## config.mk

```make
export PLATFORM = sky130hd
export DESIGN_NAME = xy2_100_rx
export DESIGN_NICKNAME = d
export VERILOG_FILES = /design/src/rtl/xy2_100_rx.sv
export SDC_FILE = /design/constraint.sdc
export NUM_CORES = 1
export LEC_CHECK = 0
export ABC_AREA = 1
export BUFFER_PORTS_ARGS = -buffer_cell sky130_fd_sc_hd__buf_2
export CORE_UTILIZATION = 37
export DETAILED_ROUTE_END_ITERATION = 8
export GPL_ROUTABILITY_DRIVEN = 0
export SLEW_MARGIN = 25
export SYNTH_ARGS = -nofsm -noshare
export SYNTH_HDL_FRONTEND = slang
export SYNTH_SLANG_ARGS = --single-unit
```

## constraint.sdc

```tcl
create_clock -name clk_ref -period 7 [get_ports clk_ref]
set_input_delay 1.4 -clock clk_ref [delete_from_list [all_inputs] [get_ports clk_ref]]
set_output_delay 1.4 -clock clk_ref [all_outputs]
set_load 0.01 [all_outputs]
```

## src/rtl/xy2_100_rx.sv

```systemverilog
// XY2-100 galvo command receiver: synchronizes SYNC/CLK/X/Y, validates 20-bit frames, and outputs two's-complement setpoints with link health.
// Define XY2_STATUS_EN to build the status-frame serializer on xy_status; otherwise xy_status mirrors link_ok.
module xy2_100_rx #(
  parameter int TIMEOUT = 2000
) (
  input  logic        clk_ref,
  input  logic        reset,
  input  logic        xy_sync,
  input  logic        xy_clk,
  input  logic        xy_x,
  input  logic        xy_y,
  output logic        xy_status,
  output logic [15:0] pos_x,
  output logic [15:0] pos_y,
  output logic        pos_valid,
  output logic        frame_err,
  output logic [7:0]  err_cnt,
  output logic        link_ok
);

  localparam logic [15:0] TO = 16'(TIMEOUT);

  logic [1:0]  sync_ff, x_ff, y_ff;
  logic [2:0]  clk_ff;
  logic [19:0] sr_x, sr_y;
  logic [4:0]  bit_cnt, eval_cnt;
  logic        eval_pend;
  logic [15:0] wd;
  logic        seen;
  logic        clk_fall, frame_ok, accept, link_ok_d;

  always_ff @(posedge clk_ref or posedge reset) begin
    if (reset) begin
      sync_ff <= '0;
      x_ff    <= '0;
      y_ff    <= '0;
      clk_ff  <= '0;
    end else begin
      sync_ff <= {sync_ff[0], xy_sync};
      x_ff    <= {x_ff[0], xy_x};
      y_ff    <= {y_ff[0], xy_y};
      clk_ff  <= {clk_ff[1:0], xy_clk};
    end
  end

  // data/sync taken from stage 1 so they line up with clk_ff[1]
  assign clk_fall = clk_ff[2] & ~clk_ff[1];

  always_ff @(posedge clk_ref or posedge reset) begin
    if (reset) begin
      sr_x      <= '0;
      sr_y      <= '0;
      bit_cnt   <= '0;
      eval_cnt  <= '0;
      eval_pend <= 1'b0;
    end else begin
      eval_pend <= 1'b0;
      if (clk_fall) begin
        sr_x <= {sr_x[18:0], x_ff[1]};
        sr_y <= {sr_y[18:0], y_ff[1]};
        if (sync_ff[1]) begin
          if (bit_cnt != 5'd31) bit_cnt <= bit_cnt + 5'd1;
        end else begin
          eval_pend <= 1'b1;
          eval_cnt  <= bit_cnt;
          bit_cnt   <= '0;
        end
      end
    end
  end

  assign frame_ok  = (eval_cnt == 5'd19) &&
                     (sr_x[19:17] == 3'b001) && (sr_y[19:17] == 3'b001) &&
                     !(^sr_x) && !(^sr_y);
  assign accept    = eval_pend && frame_ok;
  assign link_ok_d = seen && (wd < TO);

  always_ff @(posedge clk_ref or posedge reset) begin
    if (reset) begin
      pos_x     <= '0;
      pos_y     <= '0;
      pos_valid <= 1'b0;
      frame_err <= 1'b0;
      err_cnt   <= '0;
      wd        <= '0;
      seen      <= 1'b0;
      link_ok   <= 1'b0;
    end else begin
      pos_valid <= 1'b0;
      frame_err <= 1'b0;
      link_ok   <= link_ok_d;
      if (eval_pend) begin
        if (frame_ok) begin
          pos_x     <= {~sr_x[16], sr_x[15:1]};
          pos_y     <= {~sr_y[16], sr_y[15:1]};
          pos_valid <= 1'b1;
        end else begin
          frame_err <= 1'b1;
          if (err_cnt != 8'hFF) err_cnt <= err_cnt + 8'd1;
        end
      end
      // an accept wins over the watchdog reaching its limit in the same cycle
      if (accept) begin
        wd   <= '0;
        seen <= 1'b1;
      end else if (wd < TO) begin
        wd <= wd + 16'd1;
      end
    end
  end

`ifdef XY2_STATUS_EN
  logic [19:0] st_word;
  logic [4:0]  st_left;
  logic        st_load;
  logic        clk_rise;
  logic [15:0] st_data;

  assign clk_rise = ~clk_ff[2] & clk_ff[1];
  assign st_data  = {link_ok_d, 7'b0, err_cnt};

  // latched one cycle after evaluation so link_ok/err_cnt reflect this frame
  always_ff @(posedge clk_ref or posedge reset) begin
    if (reset) begin
      st_word   <= '0;
      st_left   <= '0;
      st_load   <= 1'b0;
      xy_status <= 1'b0;
    end else begin
      st_load <= eval_pend;
      if (st_load) begin
        st_word <= {3'b001, st_data, ^st_data};
        st_left <= 5'd20;
      end else if (clk_rise) begin
        if (st_left != 5'd0) begin
          xy_status <= st_word[19];
          st_word   <= {st_word[18:0], 1'b0};
          st_left   <= st_left - 5'd1;
        end else begin
          xy_status <= 1'b0;
        end
      end
    end
  end
`else
  always_ff @(posedge clk_ref or posedge reset) begin
    if (reset) xy_status <= 1'b0;
    else       xy_status <= link_ok_d;
  end
`endif

endmodule

```

==> results.py, run 1 <==
metrics = {
    "outcome": {
        "outcome": "finished clean",
    },
    "timing": {
        "fin_crit_ns": 2.48,
        "finalSetupTns_ns": 0,
        "finalHoldViolations": 0,
        "clock.fmax_mhz": 404,
        "fin_crit_sh": 0.354,
        "rsz0062_at_grt": "no",
        "setup_violations": 0,
        "maxSlewViolCount": 0,
        "slew_headroom": 0.479,
        "skew_ns": 0.00608,
        "tightestPinTransition_ns": 0.781,
    },
    "synthesis": {
        "synth-edff-count": 0,
        "synth_nets": 748,
        "yosysMostFrequentCell": "nand2_1",
        "synth_common_cells": "nand2_1, dfrtp_1, inv_1",
        "synthTopCellsByArea": "dfrtp_1, nand2_1, nand4_1",
        "yosysSeqAreaShare": 0.523,
        "synth-seq-cells": 120,
        "synth.distinct_cells": 30,
        "netlist_instances": 738,
        "yosys_warnings": 0,
        "synth_top_cell_area_share": 0.523,
        "postSynth.asyncResetShare": 1.00,
        "syn_area_mm2": 0.00574,
        "synth_ff_type": "dfrtp_1",
        "yosysTopAreaCell": "dfrtp_1",
        "postSynthAreaPerCell_um2": 7.78,
    },
    "layout": {
        "instances_no_fill": 984,
        "fin_nets": 793,
        "diodes": 0,
        "layout-drive-gt1-share": 0.141,
        "area_growth_pct": 18.1,
    },
    "power_and_ir_drop": {
        "ir_worst_vdd_mv": 0.173,
        "p_switching_mw": 0.664,
        "finalPower_mw": 2.17,
        "p_comb_frac": 0.203,
        "p_leak_nw": 3.67,
        "pwr-share-seq": 0.376,
        "powerDensity_mw_per_mm2": 320,
        "swShare": 0.306,
        "p_int_mw": 1.50,
        "pwr-share-clk": 0.421,
    },
    "place": {
        "place_inst": 952,
        "dp_hpwl_mm": 7.34,
        "io_buffer_count": 49,
    },
    "floorplanning": {
        "start_util": 0.379,
        "dieHeight_um": 127,
        "core-area_mm2": 0.0151,
        "num_rows": 45,
        "io_pins": 50,
        "die-area_mm2": 0.0160,
        "die_width_um": 127,
    },
    "global_routing": {
        "grt_max_degree": 71,
        "grt_pass1_vias": 4517,
        "grt_pass1_wl_mm": 20.8,
        "grt.total_usage": 0.164,
        "grt_overflow": 0,
        "antenna_found_initial": 0,
    },
    "drt": {
        "drtAntennaViolNets": 0,
        "avgRoutedWirePerCell_um": 11.8,
        "routed_wirelength_mm": 11.6,
        "drt_iter0_drc": 271,
        "vias_per_cell": 4.69,
        "vias": 4618,
        "drc_errors": 0,
        "dr.pass1.iters": 4,
    },
    "worst_setup_path": {
        "cp_max_fo": 70,
        "crit_arrival_ns": 2.76,
        "end_kind": "flop",
        "path_class": "flop to flop",
        "cp.required_ns": 7.28,
        "crit_path_start_kind": "flop",
    },
    "clock_network": {
        "cts_sinks": 120,
        "cts_hold_buffers": 0,
        "cts_made_buffers": 17,
        "worstSkewPairLatency_ns": 0.41,
        "ctsHtreeMaxLevel": 4,
        "root_buffer": "clkbuf_16",
        "cts_tree": "built",
        "clockBufferDepth": 2,
        "postCtsSetupRepairBufs": 0,
        "clkTransAtPathRegs_ns": 0.05,
        "cts_resized": 0,
    },
    "min_path": {
        "hp-class": "flop to flop",
    },
    "job": {
        "max_cap_viol_count": 0,
    },
}
==> metal layers <==
metal  up-vias  share of wire  global-route usage  wire, um
met5         -              0                   0         0
met4         0          0.020              0.0815       227
met3        20          0.029              0.0418       339
met2        53           0.46               0.259      5370
met1      2136           0.49               0.208      5700
li1       2409              -                   -         -
==> worst max-delay path, cell delays in order, from the launching register on <==
cell     delay, ns
dfrtp_1       0.40
nor2_4        0.10
buf_4         0.50
inv_1         0.37
nor2_1        0.51
inv_1         0.25
o21ai_0       0.14
a21oi_1       0.06
==> sequential cells by signal, indices dropped and copies added (netlist names), 2 cells and up <==
signal / flops
x_ff: 2
sr_x: 20
eval_cnt: 5
y_ff: 2
sr_y: 20
err_cnt: 8
pos_x: 16
clk_ff: 3
sync_ff: 2
bit_cnt: 5
wd: 16
pos_y: 16
==> power by group through the flow <==
stage / Clock, mW / Combinational (mW) / Sequential (mW)
after global placement: 0 / 0.438 / 0.826
after CTS: 0.937 / 0.449 / 0.815
after detailed placement: 0 / 0.446 / 0.826
after floorplan: 0 / 0.352 / 0.811
final: 0.912 / 0.441 / 0.816
after global routing: 0.964 / 0.523 / 0.826
==> layout make-up <==
class | instances | area (um^2)
Fill cell | 1477 | 8370
Sequential cell | 120 | 3000
Multi-Input combinational cell | 507 | 2320
Clock buffer | 25 | 515
Inverter | 83 | 314
Timing Repair Buffer | 54 | 283
Tap cell | 188 | 235
Clock inverter | 7 | 113
==> placed cells by master, fill, tap and decap left out, types with 2 or more instances in the layout <==
master,synthesis,routed
nand2_1,318,318
dfrtp_1,120,120
inv_1,65,64
buf_2,14,49
o21ai_0,45,45
nand4_1,42,42
nor2_1,26,25
nand3_1,21,21
inv_2,18,18
clkbuf_16,0,17
nor3_1,12,12
xnor2_1,10,10
xor2_1,10,10
clkbuf_8,0,6
buf_4,1,5
ha_1,4,4
or2_2,3,3
a21oi_1,3,3
bufinv_16,0,3
clkinv_2,0,3
clkbuf_1,13,2
==> kinds of logic after synthesis <==
| group | count (synthesis) | synth area share |
|---|---|---|
| AND/OR/NAND/NOR | 429 | 0.311 |
| flip-flops | 120 | 0.523 |
| buffers and inverters | 111 | 0.0763 |
| AO/OA/AOI/OAI | 53 | 0.0482 |
| XOR/XNOR | 20 | 0.0305 |
| adder cells (fa/ha/maj) | 4 | 0.00872 |
| multiplexers | 1 | 0.00196 |
==> stage by stage <==
stage	cell area [um^2]	utilization	worst slack, ns	hold slack [ns]
2_1_floorplan	5740	-	2.41	0.331
3_3_place_gp	6140	0.406	4.08	0.332
3_5_place_dp	6150	0.406	4.08	0.337
4_1_cts	6780	0.448	4.49	0.349
5_1_grt	6780	0.448	4.17	0.358
6_report	6780	0.448	4.52	0.349
==> worst paths after layout <==
check                                         start                endpoint  slack (ns)  cells after the start
worst max-delay path            clk_ff[1]$_DFF_PP0_  bit_cnt[0]$_DFFE_PP0P_        4.52                      7
worst min register to register  clk_ff[0]$_DFF_PP0_     clk_ff[1]$_DFF_PP0_        0.35                      0
max in group asynchronous                     reset    sr_x[13]$_DFFE_PP0P_        4.62                      3
min in group asynchronous                     reset     xy_status$_DFF_PP0_        1.14                      2
worst max register to register  clk_ff[1]$_DFF_PP0_  bit_cnt[0]$_DFFE_PP0P_        4.52                      7
worst min-delay path            clk_ff[0]$_DFF_PP0_     clk_ff[1]$_DFF_PP0_        0.35                      0
(Power assumes the default switching activity.)
==> inputs of run 2 (changes only) <==
Clock period 7 ns to 2.4 ns, I/O delays scaled along.
==> results.py, run 2 (synthesized netlist as in run 1, its figures left out) <==
metrics = {
    "outcome": {
        "outcome": "finished clean",
    },
    "timing": {
        "skew_ns": 0.00649,
        "rsz0062_at_grt": "no",
        "clock.fmax_mhz": 489,
        "maxSlewViolCount": 0,
        "tightestPinTransition_ns": 0.676,
        "slew_headroom": 0.549,
        "finalSetupTns_ns": 0,
        "fin_crit_ns": 2.04,
        "fin_crit_sh": 0.852,
        "finalHoldViolations": 0,
        "setup_violations": 0,
    },
    "drt": {
        "dr.pass1.iters": 4,
        "highest_layer": "met4",
        "drt-met1-wl_mm": 5.67,
        "drt_iter0_drc": 307,
        "wl_met3_um": 364,
        "drtAntennaViolNets": 0,
        "vias": 4701,
        "drc_errors": 0,
        "avgRoutedWirePerCell_um": 11.9,
        "routed_wirelength_mm": 11.8,
        "vias_per_cell": 4.77,
        "wl_met2_mm": 5.56,
    },
    "clock_network": {
        "cts_resized": 0,
        "cts_sinks": 120,
        "ctsHtreeMaxLevel": 4,
        "worstSkewPairLatency_ns": 0.41,
        "cts_tree": "built",
        "clockBufferDepth": 2,
        "cts_made_buffers": 17,
        "postCtsSetupRepairBufs": 0,
        "root_buffer": "clkbuf_16",
        "cts_hold_buffers": 0,
        "clkTransAtPathRegs_ns": 0.05,
    },
    "global_routing": {
        "grt_overflow": 0,
        "grt_pass1_vias": 4553,
        "grt_max_degree": 121,
        "grt_pass1_wl_mm": 20.7,
        "antenna_found_initial": 0,
        "grt.total_usage": 0.162,
    },
    "worst_setup_path": {
        "path_class": "flop to flop",
        "crit_path_start_kind": "flop",
        "path_common_cell": "nand2_1",
        "cp.required_ns": 2.70,
        "crit_chain": "inv_1 > nand2_1 > nand2_1 > nand2_1 > nand2_1 > inv_1 > nand2_1 > nand2_1 > nand2_1 > nand2_1 > nand2_1 > nand2_1 > nor2_2 > nand3_2 > buf_12 > o21ai_1 > inv_2",
        "cp_max_fo": 38,
        "crit_family": "simple AND/OR/NAND/NOR gates",
        "path_buf_inv": 4,
        "crit_slowest_cell": "dfrtp_1",
        "crit_arrival_ns": 2.35,
        "slowest_delay_ns": 0.42,
        "end_kind": "flop",
    },
    "layout": {
        "layout-drive-gt1-share": 0.138,
        "final_cell_mix": "nand2_1, dfrtp_1, inv_1",
        "instances_no_fill": 986,
        "area_growth_pct": 17.9,
        "top_regs": "sr_x: 20 flops, sr_y: 20 flops",
        "layout_commonest_cell": "nand2_1",
        "diodes": 0,
        "fin_nets": 797,
    },
    "floorplanning": {
        "start_util": 0.379,
        "io_pins": 50,
        "die_width_um": 127,
        "core-area_mm2": 0.0151,
        "die-area_mm2": 0.0160,
        "num_rows": 45,
        "dieHeight_um": 127,
    },
    "place": {
        "io_buffer_count": 49,
        "place_inst": 956,
        "dp_hpwl_mm": 7.59,
    },
    "job": {
        "max_cap_viol_count": 0,
    },
    "power_and_ir_drop": {
        "powerDensity_mw_per_mm2": 897,
        "ir_worst_vdd_mv": 0.529,
        "p_leak_nw": 3.66,
    },
    "min_path": {
        "hp-class": "input pin to flop",
    },
}
## run 2: cell type report
| cell class | instances | area [um^2] |
|---|---|---|
| clock inverter | 3 | 40.0 |
| fill | 1475 | 8380 |
| sequential | 120 | 3000 |
| clock buffer | 27 | 503 |
| inverter | 83 | 315 |
| timing repair buffer | 58 | 363 |
| multi-input combinational | 507 | 2310 |
| tap | 188 | 235 |
## run 2: stage by stage
step                      hold WS, ns   util  instance area (um^2)  setup slack [ns]  total power, mW
after floorplan                 0.331      -                  5750             0.451             3.39
after global placement          0.334  0.411                  6220             0.367             3.75
after detailed placement        0.341  0.411                  6220             0.364             3.77
after CTS                       0.162  0.447                  6770             0.341             6.15
after global routing            0.164  0.447                  6770             0.110             6.46
final                           0.174  0.447                  6770             0.355             6.07
## run 2: metal layers
metal	vias to the layer above	GRT usage
met5	-	0
met4	0	0.0645
met3	17	0.0384
met2	63	0.276
met1	2192	0.199
li1	2429	-
## run 2: worst paths after layout
| kind | start | cells past startpoint | to | slack, ns |
|---|---|---|---|---|
| min reg2reg | clk_ff[0]$_DFF_PP0_ | 0 | clk_ff[1]$_DFF_PP0_ | 0.35 |
| max | sr_y[15]$_DFFE_PP0P_ | 17 | wd[10]$_DFFE_PP0P_ | 0.36 |
| min in group asynchronous | reset | 3 | pos_x[9]$_DFFE_PP0P_ | 0.24 |
| min | xy_y | 1 | y_ff[0]$_DFF_PP0_ | 0.17 |
| max reg2reg | sr_y[15]$_DFFE_PP0P_ | 17 | wd[10]$_DFFE_PP0P_ | 0.36 |
| max in group asynchronous | reset | 3 | sync_ff[1]$_DFF_PP0_ | 1.63 |
## run 2: worst register-to-register path: cells and delay by family (launching register included)
| kind | cells | cell delay, ns |
|---|---|---|
| buffers and inverters | 4 | 0.41 |
| flip-flops | 1 | 0.42 |
| AO/OA/AOI/OAI | 1 | 0.13 |
| AND/OR/NAND/NOR | 12 | 0.99 |
## run 2: where the power goes
part           switching [mW]  internal [mW]
registers               0.203           2.19
logic                   0.865          0.463
clock network           0.836           1.52
total                    1.90           4.17
==> inputs of run 3 (changes only) <==
Clock period 2.4 ns to 2.53 ns, I/O delays scaled along.
==> results.py, run 3 (synthesized netlist as in run 1, its figures left out) <==
metrics = {
    "worst_setup_path": {
        "r2r_cells": 15,
        "crit_slowest_cell": "dfrtp_1",
        "path_class": "flop to flop",
        "r2r_end": "wd[10]$_DFFE_PP0P_",
        "crit_chain": "nand2_1 > inv_1 > nor2_1 > nand2_1 > nand3_1 > nand2_1 > nand2_1 > nand2_1 > nand2_1 > nand2_1 > nor2_2 > nand3_2 > buf_12 > o21ai_1 > inv_2",
        "crit_path_start_kind": "flop",
        "crit_family": "simple AND/OR/NAND/NOR gates",
        "end_kind": "flop",
        "slowest_delay_ns": 0.42,
        "regToRegSetupSlack_ns": 0.33,
        "path_buf_inv": 3,
        "crit-reg2reg-launch": "sr_y[9]$_DFFE_PP0P_",
        "path_depth": 15,
        "path_common_cell": "nand2_1",
        "cp.required_ns": 2.84,
        "crit_arrival_ns": 2.50,
        "cp_max_fo": 28,
    },
    "min_path": {
        "hp-class": "input pin to async pin",
    },
    "clock_network": {
        "root_buffer": "clkbuf_16",
        "postCtsSetupRepairBufs": 0,
        "cts_made_buffers": 17,
        "worstSkewPairLatency_ns": 0.42,
        "cts_hold_buffers": 0,
        "clockBufferDepth": 2,
        "cts_resized": 0,
        "cts_sinks": 120,
        "cts_tree": "built",
        "ctsHtreeMaxLevel": 4,
        "clkTransAtPathRegs_ns": 0.05,
    },
    "power_and_ir_drop": {
        "p_leak_nw": 3.65,
        "p_int_mw": 3.86,
        "p_comb_frac": 0.213,
        "p_switching_mw": 1.77,
        "powerDensity_mw_per_mm2": 837,
        "pwr-share-clk": 0.386,
        "ir_worst_vdd_mv": 0.487,
        "pwr-share-seq": 0.401,
        "swShare": 0.315,
    },
    "outcome": {
        "outcome": "finished clean",
    },
    "timing": {
        "setup_violations": 0,
        "rsz0062_at_grt": "no",
        "fin_crit_sh": 0.869,
        "fin_crit_ns": 2.20,
        "clock.fmax_mhz": 455,
        "skew_ns": 0.0109,
        "fin_ws_ns": 0.331,
        "finalHoldViolations": 0,
        "finalSetupTns_ns": 0,
        "slew_headroom": 0.616,
        "maxSlewViolCount": 0,
        "tightestPinTransition_ns": 0.576,
    },
    "layout": {
        "fin_nets": 796,
        "final_core_util": 0.444,
        "nFillCells": 1487,
        "top_regs": "sr_x: 20 flops, sr_y: 20 flops",
        "diodes": 0,
        "ff_latch_area_mm2": 0.00300,
        "layout_commonest_cell": "nand2_1",
        "layout-drive-gt1-share": 0.139,
        "final_cell_mix": "nand2_1, dfrtp_1, inv_1",
        "multi_input_area_mm2": 0.00231,
        "area_growth_pct": 17.2,
    },
    "place": {
        "io_buffer_count": 49,
        "place_ws_ns": 0.347,
        "dp_hpwl_mm": 7.60,
    },
    "global_routing": {
        "grt.total_usage": 0.159,
        "grt_max_degree": 70,
        "grt_overflow": 0,
        "grt_pass1_wl_mm": 19.9,
        "grt_pass1_vias": 4247,
        "antenna_found_initial": 0,
    },
    "floorplanning": {
        "num_rows": 45,
        "die_width_um": 127,
        "dieHeight_um": 127,
        "die-area_mm2": 0.0160,
        "start_util": 0.379,
        "io_pins": 50,
        "core-area_mm2": 0.0151,
    },
    "drt": {
        "drc_errors": 0,
        "avgRoutedWirePerCell_um": 11.7,
        "vias_per_cell": 4.66,
        "drtAntennaViolNets": 0,
        "drt_iter0_drc": 226,
        "dr.pass1.iters": 4,
        "vias": 4573,
        "routed_wirelength_mm": 11.5,
    },
    "job": {
        "max_cap_viol_count": 0,
    },
}
run 3: power by group through the flow:
| stage | combinational (mW) | clock, mW | sequential, mW |
|---|---|---|---|
| after global placement | 1.19 | 0 | 2.28 |
| after global routing | 1.41 | 2.33 | 2.29 |
| after detailed placement | 1.21 | 0 | 2.29 |
| final | 1.20 | 2.17 | 2.26 |
| after floorplan | 0.975 | 0 | 2.25 |
| after CTS | 1.22 | 2.24 | 2.25 |
run 3: worst max path at each step:
stage	startpoint	to	slack [ns]
3_5_place_dp	sr_y[14]$_DFFE_PP0P_	wd[10]$_DFFE_PP0P_	0.35
6_report	sr_y[9]$_DFFE_PP0P_	wd[10]$_DFFE_PP0P_	0.33
2_1_floorplan	reset	bit_cnt[0]$_DFFE_PP0P_	0.55
4_1_cts	sr_y[14]$_DFFE_PP0P_	wd[10]$_DFFE_PP0P_	0.34
3_3_place_gp	sr_y[18]$_DFFE_PP0P_	err_cnt[1]$_DFFE_PP0P_	0.36
5_1_grt	sr_y[15]$_DFFE_PP0P_	wd[10]$_DFFE_PP0P_	0.01
run 3: cell type report:
| cell class | count | area share |
|---|---|---|
| clock buffer | 22 | 0.0705 |
| clock inverter | 5 | 0.00744 |
| inverter | 83 | 0.0469 |
| multi-input combinational | 507 | 0.343 |
| sequential | 120 | 0.446 |
| tap | 188 | 0.0350 |
| timing repair buffer | 57 | 0.0509 |
run 3: per-layer routing:
layer	part of all wire	vias up	global-route usage	routed length [um]
met5	0	-	0	0
met4	0.0084	0	0.0659	96
met3	0.039	10	0.0460	444
met2	0.46	69	0.256	5270
met1	0.49	2085	0.200	5650
li1	-	2409	-	-
run 3: stage by stage:
stage	instance area, um^2	hold slack (ns)	std cells	total power, mW
detailed placement	6200	0.336	955	3.50
global route	6730	0.166	982	6.02
global placement	6200	0.333	955	3.47
CTS	6730	0.140	982	5.71
finish	6730	0.141	982	5.63
floorplan	5750	0.331	738	3.22
run 3: worst register-to-register path, delay by kind of cell (launching register included):
family                 cells  cell delay, ns
buffers and inverters      3            0.37
flip-flops                 1            0.42
AND/OR/NAND/NOR           11            1.18
AO/OA/AOI/OAI              1            0.11
